<file path="src/rtl/cla_wide_add_seq.sv">
// cla_wide_add_seq
//   Multi-precision adder sequencer. Feeds one 32-bit word pair per clock,
//   least significant word first, into a single 32-bit recursive-doubling
//   CLA. The CLA carry-out is chained through a register into the next
//   word's iniC. When the top word finishes, it reports the W-bit sum,
//   the carry-out and the two's-complement overflow.
//
//   Parameter
//     WORDS    number of 32-bit words per operand (>=1); W = 32*WORDS
//
//   Ports
//     clk      rising-edge clock
//     rst      synchronous active-high reset; has priority over all inputs
//     start    operation request; sampled only when idle
//     a_in     operand A (W bits); captured on the accepting edge
//     b_in     operand B (W bits); captured on the accepting edge
//     cin      carry into word 0; captured on the accepting edge
//     busy     high while an operation is in progress
//     done     one-cycle pulse when sum_out/cout/ovf are newly valid
//     sum_out  (a+b+cin) mod 2^W
//     cout     carry out of bit W-1
//     ovf      signed overflow of the W-bit add
//
// CLA
//   32-bit recursive-doubling (Kogge-Stone) carry-lookahead adder.
//     A, B   addends
//     iniC   carry in
//     Sum    A+B+iniC, low 32 bits
//     Carry  carry out of bit 31

module CLA (
  input  logic [31:0] A,
  input  logic [31:0] B,
  input  logic        iniC,
  output logic [31:0] Sum,
  output logic        Carry
);
  logic [31:0] w_p;
  logic [31:0] w_g;
  logic [31:0] w_gg;
  logic [31:0] w_pp;
  logic [31:0] w_gt;
  logic [31:0] w_pt;

  assign w_p = A ^ B;
  assign w_g = A & B;

  // Carry-in is folded into bit 0's generate, so after the prefix pass
  // w_gg[i] is the carry out of bit i.
  always_comb begin
    w_gg    = w_g;
    w_pp    = w_p;
    w_gg[0] = w_g[0] | (w_p[0] & iniC);
    w_gt    = '0;
    w_pt    = '0;
    for (int lv = 0; lv < 5; lv++) begin
      w_gt = w_gg;
      w_pt = w_pp;
      for (int i = (1 << lv); i < 32; i++) begin
        w_gg[i] = w_gt[i] | (w_pt[i] & w_gt[i - (1 << lv)]);
        w_pp[i] = w_pt[i] & w_pt[i - (1 << lv)];
      end
    end
  end

  assign Sum   = w_p ^ {w_gg[30:0], iniC};
  assign Carry = w_gg[31];
endmodule

module cla_wide_add_seq #(
  parameter int WORDS = 2
) (
  input  logic                clk,
  input  logic                rst,
  input  logic                start,
  input  logic [32*WORDS-1:0] a_in,
  input  logic [32*WORDS-1:0] b_in,
  input  logic                cin,
  output logic                busy,
  output logic                done,
  output logic [32*WORDS-1:0] sum_out,
  output logic                cout,
  output logic                ovf
);
  localparam int W  = 32 * WORDS;
  localparam int IW = (WORDS > 1) ? $clog2(WORDS) : 1;
  localparam logic [IW-1:0] LAST = IW'(WORDS - 1);

  typedef enum logic {S_IDLE, S_RUN} state_t;

  state_t          r_state;
  logic [W-1:0]    r_a;
  logic [W-1:0]    r_b;
  logic            r_carry;
  logic [IW-1:0]   r_index;
  logic            r_busy;
  logic            r_done;
  logic            r_cout;
  logic            r_ovf;

  logic [31:0]     w_a_words [WORDS];
  logic [31:0]     w_b_words [WORDS];
  logic [31:0]     w_cla_a;
  logic [31:0]     w_cla_b;
  logic [31:0]     w_cla_sum;
  logic            w_cla_carry;
  logic            w_run;
  logic            w_last;

  // Split the latched operands into 32-bit words for the per-word mux.
  genvar gi;
  generate
    for (gi = 0; gi < WORDS; gi++) begin : g_split
      assign w_a_words[gi] = r_a[gi*32 +: 32];
      assign w_b_words[gi] = r_b[gi*32 +: 32];
    end

    if (WORDS == 1) begin : g_mux_single
      assign w_cla_a = w_a_words[0];
      assign w_cla_b = w_b_words[0];
    end else begin : g_mux_multi
      assign w_cla_a = w_a_words[r_index];
      assign w_cla_b = w_b_words[r_index];
    end
  endgenerate

  CLA u_cla (
    .A     (w_cla_a),
    .B     (w_cla_b),
    .iniC  (r_carry),
    .Sum   (w_cla_sum),
    .Carry (w_cla_carry)
  );

  assign w_run  = (r_state == S_RUN);
  assign w_last = (r_index == LAST);

  // Each result word is its own register, written when the sequencer
  // is on that word.
  generate
    for (gi = 0; gi < WORDS; gi++) begin : g_sum
      logic [31:0] r_word;
      always_ff @(posedge clk) begin
        if (rst) begin
          r_word <= '0;
        end else if (w_run && (r_index == IW'(gi))) begin
          r_word <= w_cla_sum;
        end
      end
      assign sum_out[gi*32 +: 32] = r_word;
    end
  endgenerate

  always_ff @(posedge clk) begin
    if (rst) begin
      r_state <= S_IDLE;
      r_a     <= '0;
      r_b     <= '0;
      r_carry <= 1'b0;
      r_index <= '0;
      r_busy  <= 1'b0;
      r_done  <= 1'b0;
      r_cout  <= 1'b0;
      r_ovf   <= 1'b0;
    end else begin
      r_done <= 1'b0;
      case (r_state)
        S_IDLE: begin
          if (start) begin
            r_a     <= a_in;
            r_b     <= b_in;
            r_carry <= cin;
            r_index <= '0;
            r_busy  <= 1'b1;
            r_state <= S_RUN;
          end
        end
        S_RUN: begin
          r_carry <= w_cla_carry;
          if (w_last) begin
            // Overflow: operands agree in sign but the result does not.
            r_cout  <= w_cla_carry;
            r_ovf   <= (r_a[W-1] == r_b[W-1]) & (w_cla_sum[31] != r_a[W-1]);
            r_done  <= 1'b1;
            r_busy  <= 1'b0;
            r_index <= '0;
            r_state <= S_IDLE;
          end else begin
            r_index <= r_index + 1'b1;
          end
        end
        default: r_state <= S_IDLE;
      endcase
    end
  end

  assign busy = r_busy;
  assign done = r_done;
  assign cout = r_cout;
  assign ovf  = r_ovf;
endmodule
</file>
<file path="config.mk">
export PLATFORM = sky130hd
export DESIGN_NAME = cla_wide_add_seq
export DESIGN_NICKNAME = d
export VERILOG_FILES = /design/src/rtl/cla_wide_add_seq.sv
export SDC_FILE = /design/constraint.sdc
export NUM_CORES = 1
export LEC_CHECK = 0
export CAP_MARGIN = 20
export CELL_PAD_IN_SITES_DETAIL_PLACEMENT = 1
export CELL_PAD_IN_SITES_GLOBAL_PLACEMENT = 2
export CORE_MARGIN = 4
export CORE_UTILIZATION = 40
export DETAILED_ROUTE_END_ITERATION = 8
export DONT_BUFFER_PORTS = 1
export GPL_TIMING_DRIVEN = 0
export PLACE_DENSITY_LB_ADDON = 0.2
export SYNTH_ARGS = -nofsm -noshare
export SYNTH_HDL_FRONTEND = slang
export SYNTH_HIERARCHICAL = 1
export SYNTH_SLANG_ARGS = --single-unit
</file>
<file path="constraint.sdc">
create_clock -name clk -period 6.25 [get_ports clk]
set_input_delay 0.9375 -clock clk [delete_from_list [all_inputs] [get_ports clk]]
set_output_delay 0.9375 -clock clk [all_outputs]
set_load 0.01 [all_outputs]
</file>
Yosys cells after proc, flatten, opt, wreduce, memory -nomap -nowiden
Cells that the tools add are included.
W data, S select, Z words.
Storage, ports and cells
  bits in registers: 199
  bits in latches: 0
  bits in writable memories: 0
  memory bits (read-only): 0
  bits of input ports: 132
  memories kept: 0
Operators by class
  add/sub/neg operators: 1
  multiply operators: 0
  div/mod/pow operators: 0
  $lt $le $gt $ge: 1
  equal/unequal tests: 4
  shifts and indexed selects: 0
  muxes and demuxes: 18
  bitwise gates (word level): 365
  reduce and logical (&&, ||, !) cells: 6
Operators with widths (number)
  $and A1 B1 Y1: 229
  $mux W32: 6
  $or A1 B1 Y1: 130
  $xor A32 B32 Y32: 2
  $and A32 B32 Y32: 1
  $mux W1: 8
  $pmux W1 S2: 4
  $reduce_and A2 Y1: 3
  $ge A2 B2 Y1 const B: 1
  $logic_and A1 B1 Y1: 2
  $ne A2 B1 Y1 const B: 1
  $ne A2 B2 Y1 const B: 1
  $not A1 Y1: 2
  $not A1 Y2: 1
  $reduce_or A2 Y1: 1
  $add A1 B1 Y1 const B: 1
  $eq A1 B1 Y1: 1
  $ne A1 B1 Y1: 1

Depth between registers and ports, before layout
Gate-level depths: netlist (run 1).
  depth in word-level cells: 18
  mapped depth: 16
  mapped depth without buffers: 12

Hierarchy
Netlist (run 1), hierarchy kept.
Modules (own cells, without submodules)
  cla_wide_add_seq: times used 1, cells each 863, area an instance 7502.2 um^2, seq. area each 3983.8 um^2
  CLA: times used 1, cells each 234, area an instance 1727.9 um^2, seq. area each 0.0 um^2

Worst setup path after synthesis (run 1)
No wires, ideal clock.
  path kind: register to register
  start: register r_index
  end: register r_cout (netlist: cout)
  data arrival time: 3.682 ns
  required time: 6.133 ns
  slack: 2.451 ns
  cell stages (with the launch flop): 15
  path buffers: 3
  clock period less this slack: 3.799 ns
  cell sequence: dfxtp_1 buf_2 buf_2 buf_4 mux2_1 fa_1 fa_1 a21oi_2 o211ai_2 a211oi_4 nor4_2 o31ai_1 a31oi_1 a221o_1 a22o_1
On the way
  longest elaborated chain between the ends: 17
  elaborated cells between the ends (all ways): 100
Ends and longest elaborated chain
  from (decl): RTL line 95  | logic [IW-1:0] r_index;
  from (signal assigned): RTL line 189  | r_index <= r_index + 1'b1;
  $not A1 Y2 (not written as such) (*): RTL line 122  | assign w_cla_a = w_a_words[r_index];
  $mux W32 (not written as such) (*) (3 in a row): RTL line 122
  via w_cla_a[0]: RTL line 103  | logic [31:0] w_cla_a;
  $xor A32 B32 Y32: RTL line 45  | assign w_p = A ^ B;
  $and A1 B1 Y1: RTL line 53  | w_gg[0] = w_g[0] | (w_p[0] & iniC);
  $or A1 B1 Y1 (*): RTL line 53
  $and A1 B1 Y1 (*): RTL line 60  | w_gg[i] = w_gt[i] | (w_pt[i] & w_gt[i - (1 << lv)]);
  $or A1 B1 Y1 (*): RTL line 60
  $and A1 B1 Y1 (*): RTL line 60
  $or A1 B1 Y1 (*): RTL line 60
  $and A1 B1 Y1 (*): RTL line 60
  $or A1 B1 Y1 (*): RTL line 60
  $and A1 B1 Y1 (*): RTL line 60
  $or A1 B1 Y1 (*): RTL line 60
  $and A1 B1 Y1 (*): RTL line 60
  $or A1 B1 Y1 (*): RTL line 60
  via w_cla_carry: RTL line 106  | logic w_cla_carry;
  to (signal assigned): RTL line 182  | r_cout <= w_cla_carry;
  to (decl): RTL line 98  | logic r_cout;
The timed path passes the listed nets; every way through them passes the cells marked *. The select of a mux whose other input is x is not followed.
A chain may end at the register's enable or synchronous reset.

Worst setup path in the final report (run 1)
  start: register r_index
  end: register r_carry
On the way
  longest elaborated chain between the ends: 18
  elaborated cells between the ends (all ways): 100
Ends and longest elaborated chain
  $not A1 Y2 (not written as such) (*): RTL line 122
  $mux W32 (not written as such) (*) (3 in a row): RTL line 122
  via w_cla_a[0]: RTL line 103
  $xor A32 B32 Y32: RTL line 45
  $and A1 B1 Y1: RTL line 53
  $or A1 B1 Y1 (*): RTL line 53
  $and A1 B1 Y1 (*): RTL line 60
  $or A1 B1 Y1 (*): RTL line 60
  [2 not listed]
  $and A1 B1 Y1 (*): RTL line 60
  $or A1 B1 Y1 (*): RTL line 60
  $and A1 B1 Y1 (*): RTL line 60
  $or A1 B1 Y1 (*): RTL line 60
  $and A1 B1 Y1 (*): RTL line 60
  $or A1 B1 Y1 (*): RTL line 60
  via w_cla_carry: RTL line 106
  $pmux W1 S2 (*): RTL line 167  | case (r_state)
  to (signal assigned): RTL line 172  | r_carry <= cin;
  to (signal assigned): RTL line 179  | r_carry <= w_cla_carry;
  to (decl): RTL line 94  | logic r_carry;
Marked as above.

==> results.toml, run 1 <==
[global_route]
overflow = 0
grt_start_max_net_pins = 20
track_usage = 0.225
antenna_found_initial = 0
first_global_vias = 7860
grt_pass1_wl_um = 45400

[clocking]
insertion_delay_ns = 0.44
htreeDepth = 4
cts_resized = 0
clock_sinks = 199
cts-root-buf = "clkbuf_16"
path_clk_slew_ns = 0.08
cts_tree = "built"
cts_buffers = 17
clk_path_buf_depth = 2
postCtsSetupBuffers = 0
ctsHoldBuffers = 0

[pwr]
ir_drop_mv = 0.172
total_leakage_power_nw = 4.19
p_per_area_mw_per_mm2 = 283

[route]
routed_wl_um = 28900
drc = 0
vias_per_cell = 5.32
vias = 7524
detail_route.first_pass.iterations = 4
drt_iter0_drc = 311
wire_per_inst_um = 20.4
drt.antenna.violating_nets = 0

[sta]
rsz0062_at_grt = "false"
finalClockSkew_ns = 0.0142
whs_ns = 0.453
setup_viol = 0
maxSlewHeadroom = 0.538
hold_violations = 0
worst-slew-pin-transition_ns = 0.693
fin_crit_ns = 4.54
final.setup.tns_ns = 0
post-route-period-util = 0.727
final_max_slew_viol_count = 0
clock.fmax_ghz = 0.220

[setup_path]
worstSetupEndpointType = "register"
path_class = "register to register"
slowest_delay_ns = 0.49
worst_ep_arrival_time_ns = 4.85
critPathLaunchType = "register"
cp_max_fo = 10
required_ns = 6.55
cpMaxStageDelayCell = "fa_1"
cp_cell_sequence = "buf_2, buf_2, buf_4, mux2_1, fa_1, fa_1, a21oi_2, o211ai_2, a211oi_4, nor4_2, o31ai_1, a31oi_1, a221o_1, mux2i_1, nor2_1"

[floorplanning]
die_x_um = 160
io_pins = 200
start_util = 0.408
coreArea_sq_mm = 0.0226
die_area_sq_mm = 0.0256
fp.dieH_um = 160
rows = 55

[logic_synthesis]
postSynth.asyncResetShare = 0
yosysWarnings = 6
netlist.area_leader.share = 0.432
ys_seq_elements = 199
ys_top_cells_by_area = "dfxtp_1, nand2_1, a21oi_1, mux2_1, ha_1"
synth_edf_count = 0
syn_area_sq_mm = 0.00923
synth_most_common_cell = "nand2_1"
ys_seq_area_frac = 0.432
synthTopCellsByCount = "nand2_1, dfxtp_1, a21oi_1"
synth_top_area_cell = "dfxtp_1"
synthFlopType = "dfxtp_1"
syn_inst = 1097
synth_cell_type_count = 58
syn_nets = 1262
syn-mean-instance-area_sq_um = 8.41

[placed_design]
port_buffers = 0
place.gp.congestion = 0.856
dp_hpwl_um = 22400

[finish]
regArea_sq_mm = 0.00398
area_growth_pct = 10.0
drive_above_1_share = 0.103
fillers = 2731
multiInputGateArea_sq_mm = 0.00482
diodes = 0
layout.nets = 1281

[job]
maxCapViolCount = 0

[worst_hold_path]
hold_path.class = "register to register"

[status]
outcome = "completed"
## path summary, 6_finish.rpt
path	start	endpoint	slack [ns]	cells past startpoint
max	r_index	r_carry	1.71	15
min	r_a[26]	r_a[26]	0.45	2
max reg2reg	r_index	r_carry	1.71	15
min reg2reg	r_a[26]	r_a[26]	0.45	2
## metal layers
layer	GRT usage	vias to the layer above	wire, um
li1	-	3784	-
met3	0.0627	19	1800
met2	0.343	167	12500
met1	0.320	3554	14400
met5	0	-	0
met4	0.0512	0	292
## cell usage in the layout, fill, tap and decap left out, types with 4 or more instances in the layout
cell type  instances
a211oi_1           4
a21o_1            16
a21oi_1          189
a22o_1            34
buf_1              5
buf_2             29
buf_4             23
clkbuf_1          18
clkbuf_16         17
dfxtp_1          199
ha_1              31
inv_1              8
inv_6              4
mux2_1            49
mux2_2            16
nand2_1          338
nand2b_1           4
nand3_1            6
nand4_1            5
nor2_1            17
o21a_1             5
o21ai_0            9
o21bai_1          10
xnor2_1           18
xor2_1            11
## kinds of logic (layout without fill, tap and decap cells)
group | Yosys count | count (layout) | share of synthesized area
AOI/OAI and AO/OA | 295 | 295 | 0.196
xor gates and xnor gates | 29 | 29 | 0.0275
adders and majority gates | 33 | 33 | 0.0464
buffers and inverters | 82 | 114 | 0.0466
DFF | 199 | 199 | 0.432
muxes | 66 | 66 | 0.0804
and+or+nand+nor | 393 | 393 | 0.172
## through the flow
| step | setup slack (ns) | power [mW] | std cells | utilization | instance area [sq um] |
|---|---|---|---|---|---|
| final | 1.71 | 2.88 | 1414 | 0.449 | 10200 |
| after global routing | 1.47 | 3.01 | 1414 | 0.449 | 10200 |
| after CTS | 1.67 | 2.91 | 1414 | 0.449 | 10200 |
| after detailed placement | 1.70 | 1.82 | 1382 | 0.423 | 9590 |
| after global placement | 1.70 | 1.81 | 1382 | 0.423 | 9590 |
| after floorplan | 2.45 | 1.69 | 1097 | - | 9230 |
## flip-flops by register name (all words and copies together) (netlist names)
register,count
r_a,64
busy,1
done,1
r_b,64
r_index,1
ovf,1
r_carry,1
r_state,1
cout,1
g_sum.r_word,64
## area by class of cell
class                   instances  area share
well taps                     285      0.0351
flip-flops and latches        199       0.392
inverters                       8     0.00296
multi-input cells             816       0.474
clock buffers                  18      0.0423
clock inverters                14      0.0137
plain buffers                  74      0.0394
## where the power goes
group | total [mW] | internal [mW] | leakage, nW | switching (mW)
logic | 0.415 | 0.144 | 2.29 | 0.271
registers | 1.38 | 1.33 | 1.63 | 0.0434
clock network | 1.09 | 0.531 | 0.273 | 0.556
total | 2.88 | 2.01 | 4.19 | 0.871
## critical path: cells and delay by family (launching register included)
family,cells,cell delay [ns]
AO/OA/AOI/OAI,6,1.68
adder cells (fa/ha/maj),2,0.93
buffers and inverters,3,0.72
multiplexers,2,0.57
flip-flops,1,0.31
AND/OR/NAND/NOR,2,0.18
Note: power is estimated with default switching activity, not from simulation.
==> run 2: changes to the inputs <==
- CORE_UTILIZATION: 40 -> 37
- clock period: 6.25 -> 4.5 ns (I/O delays scaled with it)
==> results.toml, run 2 (same netlist as run 1, synthesis figures left out) <==
[sta]
rsz0062_at_grt = "false"
post-route-period-util = 0.947
setup_viol = 0
finalClockSkew_ns = 0.0126
fin_crit_ns = 4.26
whs_ns = 0.356
final_max_slew_viol_count = 0
maxSlewHeadroom = 0.543
hold_violations = 0
worst-slew-pin-transition_ns = 0.686
clock.fmax_ghz = 0.235

[clocking]
cts-root-buf = "clkbuf_16"
clock_sinks = 199
cts_buffers = 17
htreeDepth = 4
ctsHoldBuffers = 0
path_clk_slew_ns = 0.09
insertion_delay_ns = 0.44
cts_tree = "built"
clk_path_buf_depth = 2

[pwr]
switching_share = 0.309
comb_power_share = 0.144
p_int_mw = 2.80
clkPwrFrac = 0.385
total_leakage_power_nw = 4.21
power_frac_seq = 0.471
ir_drop_mv = 0.161
power.net_switching_mw = 1.26
p_per_area_mw_per_mm2 = 396

[route]
routed_wl_um = 30000
drt_iter0_drc = 361
vias = 7571
vias_per_cell = 5.20
drt.antenna.violating_nets = 0
drc = 0
detail_route.first_pass.iterations = 4
wire_per_inst_um = 20.6

[worst_hold_path]
hold_path_startpoint = "a_in[55]"
whs_path_depth = 2
hold_path.class = "input pin to register"
hold_path_end = "r_a[55]"

[floorplanning]
fp.dieH_um = 166
die_area_sq_mm = 0.0275
io_pins = 200
die_x_um = 166
rows = 57
start_util = 0.377
coreArea_sq_mm = 0.0245

[setup_path]
cp_cell_sequence = "buf_2, buf_6, buf_6, mux2_2, fa_1, fa_1, a21oi_2, o211ai_2, a211oi_4, nor4_2, o31ai_1, a31oi_1, a221o_1, mux2i_1, nor2_1"
critPathLaunchType = "register"
r2r_slack_ns = 0.24
cpMaxStageDelayCell = "fa_1"
cp_max_fo = 10
r2r-start = "r_index"
slowest_delay_ns = 0.48
worst_ep_arrival_time_ns = 4.56
reg2reg_to = "r_carry"
reg2reg_depth = 15
path_class = "register to register"
worstSetupEndpointType = "register"
required_ns = 4.79

[finish]
fillers = 2952
drive_above_1_share = 0.105
post-route-util = 0.419
multiInputGateArea_sq_mm = 0.00482
regArea_sq_mm = 0.00398
area_growth_pct = 11.0
diodes = 0
fin_cells = 1455
layout.nets = 1283
final_cell_mix = "nand2_1, dfxtp_1, a21oi_1, mux2_1, a22o_1"
top_regs = "g_sum.r_word x64, r_a x64, r_b x64"
layout_commonest_cell = "nand2_1"

[global_route]
overflow = 0
first_global_vias = 7878
grt_start_max_net_pins = 21
grt_pass1_wl_um = 46900
track_usage = 0.215
antenna_found_initial = 0

[placed_design]
dp_hpwl_um = 23200
port_buffers = 0
dp_cells = 1421
place.gp.congestion = 0.817

[job]
maxCapViolCount = 0

[status]
outcome = "completed"
run 2: cell count changes in the layout (fill, tap and decap cells not counted), sizes merged:
cell,delta
inv,+2
clkinvlp,-1
clkinv,-1
buf,+2
run 2: timing repair:
item / CTS / global route
cloned: 0 / 0
endpoints found under the setup margin: 3 / 5
pin swaps: 1 / 2
setup buffers: 1 / 1
resized for setup: 1 / 4
run 2: cell type report:
| type | count | share of cell area |
|---|---|---|
| plain buffers | 74 | 0.0404 |
| clock buffers | 18 | 0.0419 |
| clock inverters | 14 | 0.0150 |
| inverters | 8 | 0.00293 |
| multi-input cells | 816 | 0.470 |
| flip-flops and latches | 199 | 0.389 |
| well taps | 324 | 0.0396 |
| repair buffers | 2 | 0.00147 |
run 2: metal layers:
layer / share of wire / vias up / track usage
li1: - / 3789 / -
met2: 0.43 / 162 / 0.320
met3: 0.070 / 18 / 0.0638
met5: 0 / - / 0
met1: 0.49 / 3602 / 0.309
met4: 0.0091 / 0 / 0.0473
run 2: metrics by stage:
| stage | area, sq um | power [mW] | setup WS [ns] | TNS (ns) |
|---|---|---|---|---|
| final | 10200 | 4.06 | 0.237 | 0 |
| after global placement | 9640 | 2.53 | -0.0357 | -0.0527 |
| after CTS | 10200 | 4.09 | 0.00850 | 0 |
| after global routing | 10200 | 4.25 | 0.0319 | 0 |
| after floorplan | 9230 | 2.35 | 0.701 | 0 |
| after detailed placement | 9640 | 2.54 | -0.0504 | -0.0899 |
run 2: worst max-delay path, delay by kind of cell, from the launching register on:
family	cells	cell delay, ns
muxes	2	0.58
and+or+nand+nor	2	0.17
DFF	1	0.31
adders and majority gates	2	0.94
AOI/OAI and AO/OA	6	1.56
buffers and inverters	3	0.55
run 2: worst max-delay path by stage:
| stage | to | slack (ns) | start |
|---|---|---|---|
| 2_1_floorplan | cout | 0.70 | r_index |
| 3_3_place_gp | r_carry | -0.04 | r_index |
| 3_5_place_dp | r_carry | -0.05 | r_index |
| 4_1_cts | r_carry | 0.008 | r_index |
| 5_1_grt | r_carry | 0.03 | r_index |
| 6_report | r_carry | 0.24 | r_index |
run 2: power groups by stage:
stage / clock network [mW] / logic (mW) / registers, mW
global placement: 0 / 0.577 / 1.95
CTS: 1.59 / 0.589 / 1.91
global route: 1.66 / 0.657 / 1.92
floorplan: 0 / 0.413 / 1.94
finish: 1.56 / 0.585 / 1.91
detailed placement: 0 / 0.581 / 1.95
==> run 3: changes to the inputs <==
- SYNTH_HIERARCHICAL: 1 -> default
==> results.toml, run 3 <==
[status]
outcome = "completed"

[sta]
post-route-period-util = 0.938
hold_violations = 0
maxSlewHeadroom = 0.413
worst-slew-pin-transition_ns = 0.880
finalClockSkew_ns = 0.0126
setup_viol = 0
final_max_slew_viol_count = 0
clock.fmax_ghz = 0.237
final.setup.tns_ns = 0
fin_crit_ns = 4.22
rsz0062_at_grt = "false"

[route]
wire_per_inst_um = 20.6
vias_per_cell = 5.22
drc = 0
detail_route.first_pass.iterations = 4
vias = 7574
drt_iter0_drc = 443
drt.antenna.violating_nets = 0
routed_wl_um = 29900

[pwr]
switching_share = 0.302
power.net_switching_mw = 1.24
power_frac_seq = 0.467
total_leakage_power_nw = 3.96
clkPwrFrac = 0.391
ir_drop_mv = 0.170
p_int_mw = 2.86
p_per_area_mw_per_mm2 = 405
comb_power_share = 0.141

[finish]
fin_cells = 1451
drive_above_1_share = 0.102
multiInputGateArea_sq_mm = 0.00480
fillers = 2944
layout_commonest_cell = "nand2_1"
final_cell_mix = "nand2_1, dfxtp_1, a21oi_1, mux2_2, clkbuf_1"
layout.nets = 1279
post-route-util = 0.417
area_growth_pct = 11.2
diodes = 0
regArea_sq_mm = 0.00398
top_regs = "g_sum.r_word x64, r_a x64, r_b x64"

[job]
maxCapViolCount = 0

[floorplanning]
fp.dieH_um = 165
die_x_um = 165
coreArea_sq_mm = 0.0242
rows = 57
start_util = 0.375
die_area_sq_mm = 0.0271
io_pins = 200

[setup_path]
worstSetupEndpointType = "register"
cpMaxStageDelayCell = "fa_1"
cp_max_fo = 10
crit_buf_inv = 3
cp_common_cell = "fa_1"
critPathLaunchType = "register"
slowest_delay_ns = 0.47
cp_cell_sequence = "clkbuf_1, clkbuf_2, mux2_2, fa_1, inv_1, fa_1, nor2b_1, o211ai_2, a2111oi_0, a311o_2, a211oi_4, o21bai_1, a21o_1, a221oi_2, a21oi_1"
worst_ep_arrival_time_ns = 4.53
path_delay_family = "compound AO/OA/AOI/OAI gates"
path_class = "register to register"
r2r_slack_ns = 0.28
required_ns = 4.81

[logic_synthesis]
syn_nets = 1260
synth_top_area_cell = "dfxtp_1"
synthTopCellsByCount = "nand2_1, dfxtp_1, a21oi_1"
yosysWarnings = 0
syn_inst = 1095
synth_cell_type_count = 54
synth_edf_count = 0
postSynth.asyncResetShare = 0
syn-mean-instance-area_sq_um = 8.30
ys_seq_elements = 199
synthFlopType = "dfxtp_1"
ys_top_cells_by_area = "dfxtp_1, nand2_1, a21oi_1, mux2_2, ha_1"
netlist.area_leader.share = 0.438
syn_area_sq_mm = 0.00909
ys_seq_area_frac = 0.438
synth_most_common_cell = "nand2_1"

[clocking]
cts_tree = "built"
clock_sinks = 199
path_clk_slew_ns = 0.08
ctsHoldBuffers = 0
cts_buffers = 17
htreeDepth = 4
insertion_delay_ns = 0.44
postCtsSetupBuffers = 0
clk_path_buf_depth = 2
cts-root-buf = "clkbuf_16"

[global_route]
antenna_found_initial = 1
grt_pass1_wl_um = 45100
first_global_vias = 7740
overflow = 0
track_usage = 0.218
grt_start_max_net_pins = 20

[worst_hold_path]
hold_path.class = "input pin to register"

[placed_design]
dp_cells = 1419
place.gp.congestion = 0.815
port_buffers = 0
dp_hpwl_um = 22900
run 3: cell count changes in the layout (fill, tap and decap cells not counted), moves of 23 or more:
cell,before,now
buf_4,23,0
buf_2,28,0
clkbuf_1,18,62
mux2_2,17,63
mux2_1,48,0
run 3: worst register-to-register path: cells and delay by family (launching register included):
kind / cells / cell delay, ns
compound gates: 8 / 1.95
fa+ha+maj: 2 / 0.69
buf+inv: 3 / 0.68
mux: 1 / 0.40
flops: 1 / 0.31
simple gates: 1 / 0.08
run 3: through the flow:
| stage | setup WS (ns) | power [mW] | hold slack [ns] | cell area [sq um] |
|---|---|---|---|---|
| global route | 0.00714 | 4.28 | 0.349 | 10100 |
| floorplan | 0.759 | 2.34 | 0.433 | 9090 |
| CTS | 0.00967 | 4.13 | 0.345 | 10100 |
| finish | 0.279 | 4.09 | 0.360 | 10100 |
| global placement | -0.406 | 2.53 | 0.439 | 9490 |
| detailed placement | -0.438 | 2.53 | 0.444 | 9490 |
run 3: cell families after synthesis:
group | after synthesis | synth area share
AOI/OAI and AO/OA | 287 | 0.194
DFF | 199 | 0.438
and+or+nand+nor | 397 | 0.176
buffers and inverters | 83 | 0.0343
adders and majority gates | 33 | 0.0471
muxes | 66 | 0.0814
xor gates and xnor gates | 30 | 0.0289
run 3: power by group through the flow:
stage / logic [mW] / registers [mW] / clock network [mW]
after global placement: 0.572 / 1.95 / 0
after detailed placement: 0.577 / 1.96 / 0
after CTS: 0.583 / 1.92 / 1.63
final: 0.578 / 1.91 / 1.60
after floorplan: 0.400 / 1.94 / 0
after global routing: 0.645 / 1.93 / 1.70
run 3: final cells by class:
| type | instances | area share |
|---|---|---|
| Buffer | 73 | 0.0283 |
| Multi-Input combinational cell | 813 | 0.475 |
| Clock inverter | 14 | 0.0153 |
| Inverter | 10 | 0.00371 |
| Clock buffer | 18 | 0.0434 |
| Tap cell | 324 | 0.0401 |
| Sequential cell | 199 | 0.394 |
run 3: repair_timing:
item                       4_1_cts  5_1_grt
resized for setup                4        9
setup endpoints to repair       34       21
cloned                           0        0
run 3: per-layer routing:
| metal | GRT usage | routed length (um) |
|---|---|---|
| met2 | 0.350 | 13200 |
| met4 | 0.0431 | 242 |
| met1 | 0.298 | 14300 |
| met5 | 0 | 13 |
| met3 | 0.0579 | 2080 |
run 3: worst paths after layout:
check / startpoint / cells after the start / end
max: r_index / 15 / r_carry
min: a_in[46] / 2 / r_a[46]
max reg2reg: r_index / 15 / r_carry
min reg2reg: r_b[22] / 2 / r_b[22]
